### src/rtl/alu_status_unit_if.sv
// Execute-stage bus between the issue logic and the ALU/status unit.
// The master drives the operation; the slave returns the registered result and flags.
interface alu_status_unit_if #(
  parameter int WIDTH = 32
);
  logic             valid_in;
  logic             stall;
  logic             flush;
  logic [3:0]       exe_cmd;
  logic             s_update;
  logic [WIDTH-1:0] val1;
  logic [WIDTH-1:0] val2;
  logic [WIDTH-1:0] result;
  logic             valid_out;
  logic             N;
  logic             Z;
  logic             C;
  logic             V;

  modport master (
    output valid_in, stall, flush, exe_cmd, s_update, val1, val2,
    input  result, valid_out, N, Z, C, V
  );

  modport slave (
    input  valid_in, stall, flush, exe_cmd, s_update, val1, val2,
    output result, valid_out, N, Z, C, V
  );
endinterface

### src/rtl/alu_status_unit.sv
// Execute-stage ALU with a registered result and the NZCV status register.
// ADC/SBC read the carry from the flag register as it stands, so no bypass exists.
module alu_status_unit #(
  parameter int WIDTH = 32
) (
  input  logic               clk,
  input  logic               rst,
  alu_status_unit_if.slave   bus
);
  localparam int MSB = WIDTH - 1;

  logic [WIDTH-1:0] result_q;
  logic             valid_q;
  logic             n_q, z_q, c_q, v_q;

  logic [WIDTH:0]   sum;
  logic [WIDTH-1:0] alu_res;
  logic             c_next, v_next;
  logic             commit;

  // Logical ops leave c_next/v_next at the held values, so only N and Z move.
  always_comb begin
    sum     = '0;
    alu_res = '0;
    c_next  = c_q;
    v_next  = v_q;
    case (bus.exe_cmd)
      4'b0001: alu_res = bus.val2;
      4'b1001: alu_res = ~bus.val2;
      4'b0010, 4'b0011: begin
        sum     = {1'b0, bus.val1} + {1'b0, bus.val2}
                + {{WIDTH{1'b0}}, (bus.exe_cmd[0] & c_q)};
        alu_res = sum[MSB:0];
        c_next  = sum[WIDTH];
        v_next  = (bus.val1[MSB] == bus.val2[MSB]) && (alu_res[MSB] != bus.val1[MSB]);
      end
      4'b0100, 4'b0101: begin
        sum     = {1'b0, bus.val1} - {1'b0, bus.val2}
                - {{WIDTH{1'b0}}, (bus.exe_cmd[0] & ~c_q)};
        alu_res = sum[MSB:0];
        c_next  = ~sum[WIDTH];
        v_next  = (bus.val1[MSB] != bus.val2[MSB]) && (alu_res[MSB] != bus.val1[MSB]);
      end
      4'b0110: alu_res = bus.val1 & bus.val2;
      4'b0111: alu_res = bus.val1 | bus.val2;
      4'b1000: alu_res = bus.val1 ^ bus.val2;
      default: alu_res = '0;
    endcase
  end

  assign commit = bus.valid_in && !bus.stall && !bus.flush;

  // Flush beats stall: a squashed slot always drops valid_out and never writes flags.
  always_ff @(posedge clk) begin
    if (rst) begin
      result_q <= '0;
      valid_q  <= 1'b0;
      n_q      <= 1'b0;
      z_q      <= 1'b0;
      c_q      <= 1'b0;
      v_q      <= 1'b0;
    end else if (bus.flush) begin
      valid_q <= 1'b0;
    end else if (!bus.stall) begin
      valid_q <= commit;
      if (commit) begin
        result_q <= alu_res;
        if (bus.s_update) begin
          n_q <= alu_res[MSB];
          z_q <= (alu_res == '0);
          c_q <= c_next;
          v_q <= v_next;
        end
      end
    end
  end

  assign bus.result    = result_q;
  assign bus.valid_out = valid_q;
  assign bus.N         = n_q;
  assign bus.Z         = z_q;
  assign bus.C         = c_q;
  assign bus.V         = v_q;
endmodule

### src/flat_wrapper.sv
// flat-port wrapper written by rule: the top's interface ports become plain ports
module alu_status_unit_flat 
#(
  parameter int WIDTH = 32
)
  (clk, rst, bus_valid_in, bus_stall, bus_flush, bus_exe_cmd, bus_s_update, bus_val1, bus_val2, bus_result, bus_valid_out, bus_N, bus_Z, bus_C, bus_V);
  alu_status_unit_if #(.WIDTH(WIDTH)) bus_i ();
  input  logic clk;
  input  logic rst;
  input wire logic [$bits(bus_i.valid_in)-1:0] bus_valid_in;
  input wire logic [$bits(bus_i.stall)-1:0] bus_stall;
  input wire logic [$bits(bus_i.flush)-1:0] bus_flush;
  input wire logic [$bits(bus_i.exe_cmd)-1:0] bus_exe_cmd;
  input wire logic [$bits(bus_i.s_update)-1:0] bus_s_update;
  input wire logic [$bits(bus_i.val1)-1:0] bus_val1;
  input wire logic [$bits(bus_i.val2)-1:0] bus_val2;
  output wire logic [$bits(bus_i.result)-1:0] bus_result;
  output wire logic [$bits(bus_i.valid_out)-1:0] bus_valid_out;
  output wire logic [$bits(bus_i.N)-1:0] bus_N;
  output wire logic [$bits(bus_i.Z)-1:0] bus_Z;
  output wire logic [$bits(bus_i.C)-1:0] bus_C;
  output wire logic [$bits(bus_i.V)-1:0] bus_V;
  assign bus_i.valid_in = bus_valid_in;
  assign bus_i.stall = bus_stall;
  assign bus_i.flush = bus_flush;
  assign bus_i.exe_cmd = bus_exe_cmd;
  assign bus_i.s_update = bus_s_update;
  assign bus_i.val1 = bus_val1;
  assign bus_i.val2 = bus_val2;
  assign bus_result = bus_i.result;
  assign bus_valid_out = bus_i.valid_out;
  assign bus_N = bus_i.N;
  assign bus_Z = bus_i.Z;
  assign bus_C = bus_i.C;
  assign bus_V = bus_i.V;
  alu_status_unit #(.WIDTH(WIDTH)) u_core (.clk(clk), .rst(rst), .bus(bus_i));
endmodule
### config.mk
export PLATFORM = sky130hd
export DESIGN_NAME = alu_status_unit_flat
export DESIGN_NICKNAME = d
export VERILOG_FILES = /design/src/rtl/alu_status_unit_if.sv /design/src/rtl/alu_status_unit.sv /design/src/flat_wrapper.sv
export SDC_FILE = /design/constraint.sdc
export NUM_CORES = 1
export LEC_CHECK = 0
export ABC_AREA = 1
export CAP_MARGIN = 15
export CORE_MARGIN = 2
export CORE_UTILIZATION = 40
export DETAILED_ROUTE_END_ITERATION = 7
export SYNTH_ARGS = -nofsm -noshare
export SYNTH_HDL_FRONTEND = slang
export SYNTH_SLANG_ARGS = --single-unit
### constraint.sdc
create_clock -name clk -period 4.4 [get_ports clk]
set_input_delay 1.32 -clock clk [delete_from_list [all_inputs] [get_ports clk]]
set_output_delay 1.32 -clock clk [all_outputs]
set_load 0.1 [all_outputs]
Yosys cells after proc, flatten, opt, wreduce, memory -nomap -nowiden

Cells that the tools add are included.

Add/subtract/negate cells: 4
$mul: 0
Divide/modulo/power cells: 0
Magnitude comparators: 0
Equal/unequal tests: 13
Shifts and indexed selects: 0
Multiplexer cells: 3
Bitwise operators: 10
Reductions and logical operators: 14

Operators by type and width:

| operator                                                         | count |
|---|---|
| 32-bit one-hot mux with 7 select lines                           | 1 |
| 32-bit by 32-bit adder with 33-bit output                        | 1 |
| 33-bit by 1-bit adder with 33-bit output                         | 1 |
| 32-bit by 32-bit subtractor with 33-bit output                   | 1 |
| 33-bit by 1-bit subtractor with 33-bit output                    | 1 |
| 32-bit bitwise AND                                               | 1 |
| 32-bit zero test                                                 | 1 |
| 32-bit NOT                                                       | 1 |
| 32-bit bitwise OR                                                | 1 |
| 32-bit bitwise XOR                                               | 1 |
| 4-bit by 3-bit == test with 1-bit output (second input constant) | 4 |
| 4-bit by 2-bit == test with 1-bit output (second input constant) | 2 |
| 4-bit == test (second input constant)                            | 2 |
| 2-bit OR reduction                                               | 3 |
| 5-bit AND reduction                                              | 1 |
| 4-bit by 1-bit == test with 1-bit output (second input constant) | 1 |
| 1-bit logical AND                                                | 4 |
| 1-bit NOT                                                        | 4 |
| 1-bit one-hot mux with 2 select lines                            | 2 |
| 4-bit AND reduction                                              | 1 |
| 1-bit inequality test                                            | 3 |
| 3-bit AND reduction                                              | 1 |
| 1-bit bitwise AND                                                | 2 |
| 1-bit zero test                                                  | 2 |
| 2 further kinds                                                  | 2 |

Flip-flop bits (word level): 37
Latch bits: 0
Memory bits (writable): 0
Bits in read-only memories: 0
Output and inout port bits: 37
Memories: 0

Logic depth before layout (Yosys ltp)

Gate-level depths: netlist of run 1.

Depth after elaboration: 6
Depth in mapped cells: 23
Gate-level depth less buffers: 23

Least setup slack after synthesis of run 1

OpenSTA, ideal clock, no wires.

Kind: in2reg
Start point: input port bus_exe_cmd[0]
End point: register u_core.z_q (netlist: u_core.bus.Z)
Setup time: 0.070 ns
Arrival time: 3.657 ns
Slack: 0.673 ns
Stages: 18
Path buffers: 0
Path through: inv_1 > or2_2 > fa_1 > fa_1 > or2_2 > nand3_1 > nand2_1 > nor2_1 > nand3_1 > nor2_1 > nand3_1 > nor2_1 > nand2_1 > nor2_1 > nand2_1 > nor2_1 > nand3_1 > a21oi_1

Word-level cells in the longest chain between the ends: 4
Elaborated cells on any way between the ends: 17
Classes of those cells: 2 x add/sub; 9 x eq/ne; 1 x mux; 2 x bitwise; 3 x reduce/logical

Ends and longest elaborated chain:

| item                                                                  | RTL line              | source |
|---|---|---|
| from (decl)                                                           | flat_wrapper.sv:13    | `input wire logic [$bits(bus_i.exe_cmd)-1:0] bus_exe_cmd;` |
| 1-bit bitwise AND (tied with other cells)                             | alu_status_unit.sv:39 | `- {{WIDTH{1'b0}}, (bus.exe_cmd[0] & ~c_q)};` |
| 33-bit by 1-bit subtractor with 33-bit output (tied with other cells) | alu_status_unit.sv:39 |  |
| 32-bit one-hot mux with 7 select lines *                              | alu_status_unit.sv:27 | `case (bus.exe_cmd)` |
| 32-bit zero test *                                                    | alu_status_unit.sv:70 | `z_q <= (alu_res == '0);` |
| to (signal assigned)                                                  | alu_status_unit.sv:70 |  |
| to (decl)                                                             | alu_status_unit.sv:14 | `logic n_q, z_q, c_q, v_q;` |

Mark *: on every way between the ends. The rest lies on a longest branch, timed or not.
A chain may end at the register's enable or synchronous reset.

Final worst setup path of run 1

Same ends and word-level chain as after synthesis.

==> results_dict.tcl, run 1 <==
set metrics [dict create \
    status "complete, no violations" \
    cp_data_arrival_time_ns 4.47 \
    fin_worst_skew_ns 0.00383 \
    die_width_um 153 \
    io_buffers 110 \
    r2r_cells 21 \
    path_common_cell "nand2_1" \
    synth_common_cells "nand2_1, inv_1, nor2_1" \
    final_core_util_pct 55.0 \
    wl_per_cell_um 16.8 \
    grt_start_max_net_pins 49 \
    tightest_slew_ns 1.01 \
    grt_pass1_wl_mm 58.7 \
    r2r_slack_ns 1.27 \
    antenna_found_initial 0 \
    avgSynthCellArea_um2 5.24 \
    whs_endpoint "u_core.bus.valid_out$_SDFFE_PP0N_" \
    fin_crit_ns 4.25 \
    crit_type "in2reg" \
    startpoint_type "primary input" \
    synth.distinct_cells 35 \
    synth_area_leaders "nand2_1, ha_1, inv_1, nor2_1, dfxtp_1" \
    syn_area_mm2 0.00889 \
    wl_mm 37.9 \
    synthMostInstantiatedCell "nand2_1" \
    diodes 0 \
    place_ws_ns -0.394 \
    synthFlopType "dfxtp_1" \
    grt_pass1_vias 10900 \
    io_pins 111 \
    worstPathCellList "clkdlybuf4s50_1 > inv_1 > or2_2 > fa_2 > inv_1 > ha_1 > inv_1 > nand2_1 > nand2_1 > nand2_1 > nand2_1 > nand2_2 > nand2_2 > nand3b_1 > nand3_2 > nand2_2 > nor2_4 > nand2_1 > nor2_1 > nand2_1 > nor2_2 > nand3_1 > a21oi_1" \
    synth_edf_count 0 \
    drive_above_1_share_pct 12.5 \
    critical_path_buf_inv_count 4 \
    finalWorstSetupSlack_ns 0.148 \
    nets 2186 \
    cts_buffer_depth 2 \
    hpwl_mm 32.3 \
    synth_nets 1901 \
    ys_async_sr_fraction_pct 0 \
    slew_violations 0 \
    syn_inst 1697 \
    cts_max_level 2 \
    hold_viol 0 \
    tns_ns 0 \
    max_freq_ghz 0.235 \
    drc 0 \
    vias 11400 \
    synth_top_area_share_pct 22.5 \
    path_clk_slew_ns 0.06 \
    ant_nets 0 \
    crit_fanout 4 \
    crit-reg2reg-capture "u_core.bus.Z$_SDFFE_PP0P_" \
    cp.required_ns 4.61 \
    ys_warn_count 0 \
    peakVddDrop_mv 0.163 \
    ys_seq_area_share_pct 8.33 \
    cts.sinks 37 \
    grt_use_total_pct 31.8 \
    worstHoldPathType "reg2reg" \
    clock-root-buffer "clkbuf_16" \
    gpl.final_weighted_congestion 1.08 \
    end_kind "flop" \
    drtPass1Iterations 5 \
    leakage_nw 6.78 \
    drv_cap 0 \
    regToRegStartpoint "u_core.bus.C$_SDFFE_PP0P_" \
    cpLargestDelayFamily "simple AND/OR/NAND/NOR gates" \
    ys_ff_latch 37 \
    yosys.area.top_type "nand2_1" \
    dieArea_mm2 0.0234 \
    min-delay-start "u_core.bus.valid_out$_SDFFE_PP0N_" \
    die_h_um 153 \
    crit_slowest_cell "fa_2" \
    start_util_pct 40.7 \
    drt_iter0_markers 783 \
    rows 54 \
    min_path_cells 2 \
    coreArea_mm2 0.0218 \
    via_per_inst 5.03 \
    setup_viol 0 \
    syn_to_final_growth_pct 35.1 \
    clk_latency_ns 0.28 \
    cts_tree "yes" \
    period_share_pct 96.6 \
    slew_headroom_pct 32.2 \
    cts_buffers 5 \
    max_stage_delay_ns 0.55 \
    powerDensity_mw_per_mm2 209 \
    grt_overflow_total 0 \
    power_mw 2.51 \
]
routing by layer:
layer,global-route usage (%),routed length [µm],vias up
met5,0,0,-
met4,13.8,1880,0
met3,2.84,1990,89
met2,55.1,17400,383
met1,40.1,16700,5061
li1,-,-,5852
final cells by class:
class                      count  area (µm²)
sequential                    37         741
clock inverter                 3        68.8
fill                        2382        9820
tap                          280         350
clock buffer                   5         125
timing repair buffer         302        2580
inverter                     361        1360
multi-input combinational   1275        6790
worst reg2reg max path, cell delays in order, from the launching register on:
cell	delay, ns
dfxtp_1	0.39
or2_2	0.35
fa_2	0.55
inv_1	0.05
ha_1	0.17
inv_1	0.05
nand2_1	0.08
nand2_1	0.09
nand2_1	0.08
nand2_1	0.08
nand2_2	0.10
nand2_2	0.09
nand3b_1	0.09
nand3_2	0.11
nand2_2	0.07
nor2_4	0.16
nand2_1	0.07
nor2_1	0.10
nand2_1	0.07
nor2_2	0.10
nand3_1	0.09
a21oi_1	0.13
worst max path at each step:
stage | cells after the start | start | end | slack (ns)
floorplan | 18 | bus_exe_cmd[0] | u_core.bus.Z$_SDFFE_PP0P_ | 0.67
global placement | 23 | bus_exe_cmd[0] | u_core.bus.Z$_SDFFE_PP0P_ | -0.40
detailed placement | 23 | bus_exe_cmd[0] | u_core.bus.Z$_SDFFE_PP0P_ | -0.39
CTS | 21 | bus_exe_cmd[0] | u_core.bus.Z$_SDFFE_PP0P_ | 0.04
global route | 23 | bus_exe_cmd[0] | u_core.bus.Z$_SDFFE_PP0P_ | -0.04
finish | 23 | bus_exe_cmd[0] | u_core.bus.Z$_SDFFE_PP0P_ | 0.15
cells in the final DEF, fill, tap and decap left out, types with 14 or more instances in the layout:
cell type          n
nand2_1          524
inv_1            356
nor2_1           196
buf_4            189
nand3_1          137
ha_1             123
clkdlybuf4s50_1  110
o21ai_0           59
a21oi_1           57
o22ai_1           39
dfxtp_1           37
nor3_1            25
nand4_1           18
nand3b_1          14
metrics by stage:
step           instance area, µm²  hold WS, ns  cells
2_1_floorplan                8890        0.884   1697
3_3_place_gp                11700        0.456   2253
3_5_place_dp                11700        0.478   2253
4_1_cts                     11900        0.486   2261
5_1_grt                     12000        0.521   2263
6_report                    12000        0.482   2263
logic make-up (layout without fill, tap and decap cells):
logic type / after synthesis / count (layout) / synth area share, %
buffers and inverters: 385 / 671 / 16.5
AOI/OAI and AO/OA: 188 / 188 / 12.0
DFF: 37 / 37 / 8.33
and+or+nand+nor: 955 / 955 / 44.4
xor gates and xnor gates: 2 / 2 / 0.197
adders and majority gates: 130 / 130 / 18.6
power by group:
part           leakage (nW)  internal [mW]  switching, mW
Sequential            0.302          0.351        0.00884
Clock                0.0944          0.327          0.149
Combinational          6.39          0.647           1.03
repair_timing:
item                                    CTS  global route
pin swaps                                 0             7
setup buffers                             0             3
endpoints found under the hold margin     0             0
hold buffers                              0             0
gates resized for setup                   2            31
endpoints found under the setup margin    1             3
flip-flops by register name, indices dropped and copies added, names as in the netlist:
| register | cells |
|---|---|
| u_core.bus.C | 1 |
| u_core.bus.N | 1 |
| u_core.bus.V | 1 |
| u_core.bus.Z | 1 |
| u_core.bus.result | 32 |
| u_core.bus.valid_out | 1 |
Power figures use the tool's default switching activity.
==> inputs of run 2 (changes only) <==
--- a/config.mk
+++ b/config.mk
@@ -7,6 +7,7 @@
 export LEC_CHECK = 0
 export ABC_AREA = 1
 export CAP_MARGIN = 15
+export CORE_ASPECT_RATIO = 1.25
 export CORE_MARGIN = 2
 export CORE_UTILIZATION = 40
 export DETAILED_ROUTE_END_ITERATION = 7
==> run 2 against run 1 <==
Clock skew about the same; critical path type unchanged; wire length up 2.6%; largest cell class unchanged; combinational power about the same; design area about the same; critical path depth down 1; critical endpoint unchanged; via count up 1.4%; largest power group unchanged; first-iteration DRC count up 11%; count of clock-buffer cells in the layout unchanged.
==> results_dict.tcl, run 2 (synthesis results as in run 1) <==
set metrics [dict create \
    crit_fanout 4 \
    slew_headroom_pct 32.9 \
    multiInputGateArea_mm2 0.00680 \
    drc 0 \
    placed_cell_area_mm2 0.0117 \
    tightest_slew_ns 1.00 \
    crit_type "in2reg" \
    io_buffers 110 \
    cp.required_ns 4.62 \
    grt_use_total_pct 32.7 \
    path_common_cell "nand2_1" \
    critical_path_buf_inv_count 5 \
    antenna_found_initial 4 \
    grt_overflow_total 0 \
    dp.cells 2264 \
    cts_max_level 2 \
    ant_nets 0 \
    status "complete, no violations" \
    cp-startpoint "bus_exe_cmd[0]" \
    path_clk_slew_ns 0.06 \
    cpLargestDelayFamily "simple AND/OR/NAND/NOR gates" \
    rows 61 \
    peakVddDrop_mv 0.177 \
    largest_reg_flops 32 \
    regToRegStartpoint "u_core.bus.C$_SDFFE_PP0P_" \
    vias 11500 \
    cts.sinks 37 \
    wl_mm 38.9 \
    cts_buffers 5 \
    setup_viol 0 \
    power_mw 2.41 \
    via_per_inst 5.07 \
    max_stage_delay_ns 0.54 \
    clk_latency_ns 0.28 \
    wl_per_cell_um 17.1 \
    startpoint_type "primary input" \
    gpl.final_weighted_congestion 1.01 \
    drt_iter0_markers 867 \
    hold_viol 0 \
    regArea_um2 741 \
    leakage_nw 6.80 \
    min-delay-start "u_core.bus.valid_out$_SDFFE_PP0N_" \
    grt_start_max_net_pins 50 \
    io_pins 111 \
    grt_pass1_vias 11000 \
    place_ws_ns -0.346 \
    cp_data_arrival_time_ns 4.42 \
    coreArea_mm2 0.0221 \
    cts_buffer_depth 2 \
    drv_cap 0 \
    fin_crit_ns 4.20 \
    die_h_um 171 \
    slew_violations 0 \
    powerDensity_mw_per_mm2 200 \
    end_kind "flop" \
    crit_slowest_cell "fa_2" \
    finalWorstSetupSlack_ns 0.199 \
    start_util_pct 40.3 \
    syn_to_final_growth_pct 35.2 \
    grt_pass1_wl_mm 58.6 \
    layout_common_cells "nand2_1, inv_1, buf_4, nor2_1, nand3_1" \
    hpwl_mm 33.1 \
    n_fill_cell 2431 \
    die_width_um 137 \
    drive_above_1_share_pct 12.8 \
    fin_worst_skew_ns 0.00347 \
    cts_tree "yes" \
    instances_no_fill 2278 \
    layout_commonest_cell "nand2_1" \
    dieArea_mm2 0.0234 \
    max_freq_ghz 0.238 \
    worstPathCellList "clkdlybuf4s50_1 > inv_1 > or2_2 > fa_2 > inv_1 > ha_1 > inv_1 > nand2_1 > nand2_2 > nand2_2 > nand2_1 > nand2_2 > buf_4 > nand2_1 > nand4_1 > nand3_2 > nand3_4 > nor2_1 > nand2_1 > nor2_1 > nand3_1 > a21oi_1" \
    design_area_mm2 0.0120 \
    drtPass1Iterations 5 \
    clock-root-buffer "clkbuf_16" \
    period_share_pct 95.5 \
    nets 2194 \
    worstHoldPathType "reg2reg" \
]
## run 2: cell count changes in the layout (fill, tap and decap cells not counted), sizes merged
cell / delta
buf: +8
bufinv: -2
clkinv: +2
clkinvlp: +1
diode: +4
inv: -1
## run 2: timing repair
item,in CTS,in global routing
pin swaps,0,5
buffers inserted,0,2
endpoints found under the setup margin,1,3
hold buffers,0,0
gates resized for setup,1,34
## run 2: cell type report
type | count | area share, %
Multi-Input combinational cell | 1275 | 56.6
Timing Repair Buffer | 310 | 21.8
Inverter | 361 | 11.3
Sequential cell | 37 | 6.16
Tap cell | 283 | 2.95
Clock buffer | 5 | 1.04
Clock inverter | 3 | 0.146
Antenna cell | 4 | 0.0833
## run 2: where the power goes
group          leakage (nW)  switching [mW]  internal [mW]
clock                0.0696           0.139          0.207
combinational          6.43            1.04          0.656
sequential            0.302         0.00859          0.351
total                  6.80            1.19           1.21
## run 2: final timing paths
check / depth (start not counted) / slack, ns / to
max reg2reg: 20 / 1.32 / u_core.bus.Z$_SDFFE_PP0P_
min reg2reg: 2 / 0.48 / u_core.bus.valid_out$_SDFFE_PP0N_
min: 2 / 0.48 / u_core.bus.valid_out$_SDFFE_PP0N_
max: 22 / 0.20 / u_core.bus.Z$_SDFFE_PP0P_
## run 2: tightest hold or removal path: cells and delay by family, from the launching register on
| family | cells | cell delay [ns] |
|---|---|---|
| DFF | 1 | 0.31 |
| and+or+nand+nor | 1 | 0.06 |
| AOI/OAI and AO/OA | 1 | 0.06 |
## run 2: through the flow
stage               TNS (ns)  hold slack (ns)  utilization (%)
global placement      -0.359            0.458             53.2
detailed placement    -0.607            0.468             53.2
global route         -0.0194            0.508             54.5
CTS                        0            0.479             53.9
finish                     0            0.478             54.5
floorplan                  0            0.884                -
## run 2: layer usage
layer | share of wire [%] | up-vias | global-route usage [%]
met3 | 4.0 | 105 | 2.52
met5 | 0 | - | 0
li1 | - | 5871 | -
met4 | 7.1 | 0 | 20.6
met2 | 48 | 413 | 57.3
met1 | 41 | 5158 | 38.2
==> inputs of run 3 (changes only) <==
--- a/config.mk
+++ b/config.mk
@@ -14,3 +14,4 @@
 export SYNTH_ARGS = -nofsm -noshare
 export SYNTH_HDL_FRONTEND = slang
 export SYNTH_SLANG_ARGS = --single-unit
+export TNS_END_PERCENT = 5
==> results of run 3 <==
Same layout as run 2: the final DEF is identical, and so are final timing and power.
